--- src/rtl/register_file_param_if.sv ---
// Bus bundle for register_file_param: read/write request side and registered read response.
interface register_file_param_if #(
  parameter int DATA_WIDTH = 32,
  parameter int ADDR_WIDTH = 5
);
  logic                  READ;
  logic                  WRITE;
  logic [ADDR_WIDTH-1:0] ADDR_R1;
  logic [ADDR_WIDTH-1:0] ADDR_R2;
  logic [ADDR_WIDTH-1:0] ADDR_W;
  logic [DATA_WIDTH-1:0] DATA_W;
  logic [DATA_WIDTH-1:0] DATA_R1;
  logic [DATA_WIDTH-1:0] DATA_R2;
  logic                  RVALID;

  modport master (
    output READ, WRITE, ADDR_R1, ADDR_R2, ADDR_W, DATA_W,
    input  DATA_R1, DATA_R2, RVALID
  );

  modport slave (
    input  READ, WRITE, ADDR_R1, ADDR_R2, ADDR_W, DATA_W,
    output DATA_R1, DATA_R2, RVALID
  );
endinterface

--- src/rtl/register_file_param.sv ---
// 2-read/1-write register file with registered reads and a one-cycle RVALID.
// Define REGFILE_BYPASS_EN for write-through on same-cycle read/write collisions.
module register_file_param #(
  parameter int DATA_WIDTH = 32,
  parameter int ADDR_WIDTH = 5,
  parameter bit ZERO_REG   = 1'b1
) (
  input logic                  CLK,
  input logic                  RST,
  register_file_param_if.slave bus
);
  localparam int DEPTH  = 2**ADDR_WIDTH;
  localparam int NUM_RP = 2;

  logic [DEPTH-1:0][DATA_WIDTH-1:0]  r_mem;
  logic [NUM_RP-1:0][ADDR_WIDTH-1:0] w_raddr;
  logic                              r_rvalid;
  logic                              w_rd;
  logic                              w_wr;
  logic                              w_wr_en;

  // X/Z on a request line must never start an operation
  assign w_rd    = (bus.READ  === 1'b1);
  assign w_wr    = (bus.WRITE === 1'b1);
  assign w_wr_en = w_wr && !(ZERO_REG && (bus.ADDR_W == '0));

  assign w_raddr[0] = bus.ADDR_R1;
  assign w_raddr[1] = bus.ADDR_R2;

  always_ff @(posedge CLK or negedge RST) begin
    if (!RST) begin
      r_mem    <= '0;
      r_rvalid <= 1'b0;
    end else begin
      r_rvalid <= w_rd;
      if (w_wr_en) r_mem[bus.ADDR_W] <= bus.DATA_W;
    end
  end

  generate
    for (genvar p = 0; p < NUM_RP; p++) begin : g_rp
      logic [DATA_WIDTH-1:0] w_rdata;
      logic [DATA_WIDTH-1:0] r_rdata;

      // Zero-register masking applied last so it also wins over bypass
      always_comb begin
        w_rdata = r_mem[w_raddr[p]];
`ifdef REGFILE_BYPASS_EN
        if (w_wr && (w_raddr[p] == bus.ADDR_W)) w_rdata = bus.DATA_W;
`endif
        if (ZERO_REG && (w_raddr[p] == '0)) w_rdata = '0;
      end

      always_ff @(posedge CLK or negedge RST) begin
        if (!RST)      r_rdata <= '0;
        else if (w_rd) r_rdata <= w_rdata;
      end
    end
  endgenerate

  assign bus.DATA_R1 = g_rp[0].r_rdata;
  assign bus.DATA_R2 = g_rp[1].r_rdata;
  assign bus.RVALID  = r_rvalid;
endmodule

--- src/flat_wrapper.sv ---
// flat-port wrapper written by rule: the top's interface ports become plain ports
module register_file_param_flat 
#(
  parameter int DATA_WIDTH = 32,
  parameter int ADDR_WIDTH = 5,
  parameter bit ZERO_REG   = 1'b1
)
  (CLK, RST, bus_READ, bus_WRITE, bus_ADDR_R1, bus_ADDR_R2, bus_ADDR_W, bus_DATA_W, bus_DATA_R1, bus_DATA_R2, bus_RVALID);
  register_file_param_if #(.DATA_WIDTH(DATA_WIDTH), .ADDR_WIDTH(ADDR_WIDTH)) bus_i ();
  input logic CLK;
  input logic RST;
  input wire logic [$bits(bus_i.READ)-1:0] bus_READ;
  input wire logic [$bits(bus_i.WRITE)-1:0] bus_WRITE;
  input wire logic [$bits(bus_i.ADDR_R1)-1:0] bus_ADDR_R1;
  input wire logic [$bits(bus_i.ADDR_R2)-1:0] bus_ADDR_R2;
  input wire logic [$bits(bus_i.ADDR_W)-1:0] bus_ADDR_W;
  input wire logic [$bits(bus_i.DATA_W)-1:0] bus_DATA_W;
  output wire logic [$bits(bus_i.DATA_R1)-1:0] bus_DATA_R1;
  output wire logic [$bits(bus_i.DATA_R2)-1:0] bus_DATA_R2;
  output wire logic [$bits(bus_i.RVALID)-1:0] bus_RVALID;
  assign bus_i.READ = bus_READ;
  assign bus_i.WRITE = bus_WRITE;
  assign bus_i.ADDR_R1 = bus_ADDR_R1;
  assign bus_i.ADDR_R2 = bus_ADDR_R2;
  assign bus_i.ADDR_W = bus_ADDR_W;
  assign bus_i.DATA_W = bus_DATA_W;
  assign bus_DATA_R1 = bus_i.DATA_R1;
  assign bus_DATA_R2 = bus_i.DATA_R2;
  assign bus_RVALID = bus_i.RVALID;
  register_file_param #(.DATA_WIDTH(DATA_WIDTH), .ADDR_WIDTH(ADDR_WIDTH), .ZERO_REG(ZERO_REG)) u_core (.CLK(CLK), .RST(RST), .bus(bus_i));
endmodule
--- config.mk ---
export PLATFORM = sky130hd
export DESIGN_NAME = register_file_param_flat
export DESIGN_NICKNAME = d
export VERILOG_FILES = /design/src/rtl/register_file_param_if.sv /design/src/rtl/register_file_param.sv /design/src/flat_wrapper.sv
export SDC_FILE = /design/constraint.sdc
export NUM_CORES = 2
export LEC_CHECK = 0
export ABC_AREA = 1
export CELL_PAD_IN_SITES_DETAIL_PLACEMENT = 0
export CELL_PAD_IN_SITES_GLOBAL_PLACEMENT = 1
export CORE_ASPECT_RATIO = 1.75
export CORE_MARGIN = 5
export CORE_UTILIZATION = 40
export CTS_CLUSTER_SIZE = 40
export DETAILED_ROUTE_END_ITERATION = 8
export PLACE_DENSITY_LB_ADDON = 0.1
export SYNTH_ARGS = -nofsm -noshare
export SYNTH_HDL_FRONTEND = slang
export SYNTH_SLANG_ARGS = --single-unit
--- constraint.sdc ---
create_clock -name CLK -period 1.12 [get_ports CLK]
set_input_delay 0.112 -clock CLK [delete_from_list [all_inputs] [get_ports CLK]]
set_output_delay 0.112 -clock CLK [all_outputs]
set_load 0.005 [all_outputs]
==> results_dict.tcl <==
set metrics [dict create \
    synthCells 8472 \
    netSwitchingFraction_pct 32.2 \
    rsz0062_at_grt "true" \
    synth_area_per_cell_sq_um 6.88 \
    grt_pass1_wl_um 396000 \
    internal_power_uw 82400 \
    gp_congestion 0.890 \
    critPathArrivalTime_ns 1.34 \
    final_util_pct 51.6 \
    final_area_sq_mm 0.0748 \
    reg2reg_from "u_core.r_mem[752]" \
    synth_area_sq_mm 0.0583 \
    worstPathRequired_ns 1.01 \
    combPwrFrac_pct 22.8 \
    fin_crit_ns 1.46 \
    die_y_um 515 \
    antenna_found_initial 3 \
    setup_viol 128 \
    drc 0 \
    tightest_slew_ns 0.514 \
    dpl_cell_area_sq_mm 0.0691 \
    yosysMostFrequentCell "nand2_1" \
    endpoint_kind "output pin" \
    cts.sinks 1089 \
    seq_area_frac_synth_pct 46.7 \
    drtIter0Drc 7312 \
    rrSetupSlack_ns -0.19 \
    area_delta_synth_final_pct 28.4 \
    final_hold_viol_count 0 \
    setup_ws_ns -0.336 \
    skew_ns 0.0222 \
    numCtsBuffers 110 \
    viasPerCell 5.70 \
    vias 61800 \
    ctsLongestPathBuffers 3 \
    ys_warn_count 0 \
    switchingPower_uw 39100 \
    synth_seq_cells 1089 \
    clockRootBuffer "clkbuf_16" \
    violations "setup timing" \
    synth_ff_type "dfrtp_1" \
    slowest_delay_ns 0.44 \
    setup.worst_path.start_class "flop" \
    clock_power_share_pct 33.7 \
    fp.dieW_um 299 \
    cts_max_level 3 \
    rr_worst_depth 9 \
    drive_gt1_share_pct 17.6 \
    clk_pin_slew_worst_paths_ns 0.06 \
    fill_cells 14200 \
    hold_path.class "input port to async pin" \
    yosysTopAreaCell "dfrtp_1" \
    clock_latency_ns 0.74 \
    wl_per_cell_um 24.7 \
    seqPwrFrac_pct 43.5 \
    peakVddDrop_uv 1460 \
    netlist.area_leader.share_pct 46.7 \
    slowest_stage "dfrtp_1" \
    core_area_sq_mm 0.145 \
    synthArstFlopShare_pct 100 \
    yosysUniqueCellTypes 17 \
    dr.pass1.iters 6 \
    nets 8925 \
    cap_violations 0 \
    gr-usage-all-layers_pct 33.9 \
    grt_overflow 0 \
    synth_common_cells "nand2_1, nand3_1, dfrtp_1, o21ai_0, clkbuf_1" \
    grt_pass1_vias 59100 \
    slew_headroom_pct 65.7 \
    p_per_area_mw_per_mm2 1620 \
    critPathKind "flop to output pin" \
    fmax_mhz 687 \
    path_cells "buf_2" \
    status "complete, but fails checks" \
    initial_core_util_pct 40.2 \
    rows 185 \
    numPortBuffers 115 \
    ant_nets 0 \
    critPathTopFamily "flip-flops" \
    power_leakage_uw 0.0364 \
    dpl.hpwl_um 173000 \
    cts_tree "done" \
    power_uw 121000 \
    path_buf_inv 1 \
    path_max_fanout 2 \
    ios 116 \
    reg2reg_to "u_core.bus.DATA_R1[16]" \
    drv_slew 0 \
    routed_wl_um 267000 \
    timing.final.crit_share_pct 130 \
    dieArea_sq_mm 0.154 \
    grt_max_degree 78 \
    synth-edff-count 0 \
    synthTopCellsByArea "dfrtp_1, nand2_1, nand3_1" \
    holdWs_ns 0.0308 \
    synth_nets 8523 \
]
==> registers in the layout, summed over array words and instances (netlist names) <==
| register | flops |
|---|---|
| u_core.bus.RVALID | 1 |
| u_core.bus.DATA_R1 | 32 |
| u_core.bus.DATA_R2 | 32 |
| u_core.r_mem | 1024 |
==> final cells by class <==
cell class              count  area [sq um]  share of cell area, %
multi-input cells        6579         29600                   39.6
clock inverters            46           641                  0.856
repair buffers           1038         11400                   15.3
well taps                1870          2340                   3.13
diodes                      3          7.51                 0.0100
flip-flops and latches   1089         27300                   36.4
clock buffers             159          3260                   4.36
inverters                  56           284                  0.380
==> how the worst max path moves through the flow <==
stage	slack, ns	from	end	cells after the start
after floorplan	-0.16	bus_ADDR_W[2]	u_core.r_mem[419]	7
after global placement	-0.99	bus_ADDR_W[2]	u_core.r_mem[437]	8
after detailed placement	-1.02	bus_ADDR_W[4]	u_core.r_mem[779]	9
after CTS	-0.37	u_core.bus.DATA_R1[0]	bus_DATA_R1[0]	1
after global routing	-0.36	u_core.bus.DATA_R1[10]	bus_DATA_R1[10]	1
final	-0.34	u_core.bus.DATA_R1[0]	bus_DATA_R1[0]	1
==> cells in the final DEF, fill, tap and decap left out, types with 40 or more instances in the layout <==
| cell type | count |
|---|---|
| a21oi_1 | 399 |
| a21oi_2 | 75 |
| buf_12 | 283 |
| buf_2 | 62 |
| buf_4 | 625 |
| clkbuf_16 | 115 |
| dfrtp_1 | 1085 |
| inv_1 | 40 |
| nand2_1 | 3724 |
| nand2_2 | 110 |
| nand3_1 | 978 |
| nand3_2 | 110 |
| nand3b_1 | 62 |
| nor2_1 | 200 |
| o21ai_0 | 832 |
==> per-layer routing <==
layer  vias to the layer above  track usage (%)  wire [um]
met4                         0             16.0      14800
met3                       653             4.49      20900
met2                      2956             56.0     125000
met5                         -                0          0
li1                      28200                -          -
met1                     30000             44.4     107000
==> power groups by stage <==
| stage | sequential, uW | clock [uW] | combinational (uW) |
|---|---|---|---|
| 3_3_place_gp | 53100 | 0 | 25800 |
| 5_1_grt | 53600 | 43000 | 31000 |
| 2_1_floorplan | 51500 | 0 | 15600 |
| 4_1_cts | 52600 | 41500 | 27000 |
| 6_report | 52800 | 40900 | 27700 |
| 3_5_place_dp | 53200 | 0 | 26200 |
==> cells by family after synthesis <==
kind of cell	count (synthesis)	synth area share, %
flops	1089	46.7
compound gates	1306	11.2
simple gates	5273	36.8
buf+inv	804	5.23
==> per-stage QoR <==
step	setup WS (ns)	setup TNS (ns)	std cells
2_1_floorplan	-0.157	-90.28	8472
3_3_place_gp	-0.993	-914.10	10500
3_5_place_dp	-1.02	-911.61	10500
4_1_cts	-0.368	-24.06	10800
5_1_grt	-0.361	-28.74	10800
6_report	-0.336	-21.28	10800
==> what timing repair did <==
item                                    4_1_cts  5_1_grt
cloned                                        1        1
buffers inserted                             39       46
endpoints found under the hold margin      1093        0
hold buffers                                  5        0
resized for setup                           516      141
endpoints found under the setup margin     1048      444
pin swaps                                   203      193
(Power assumes the default switching activity.)
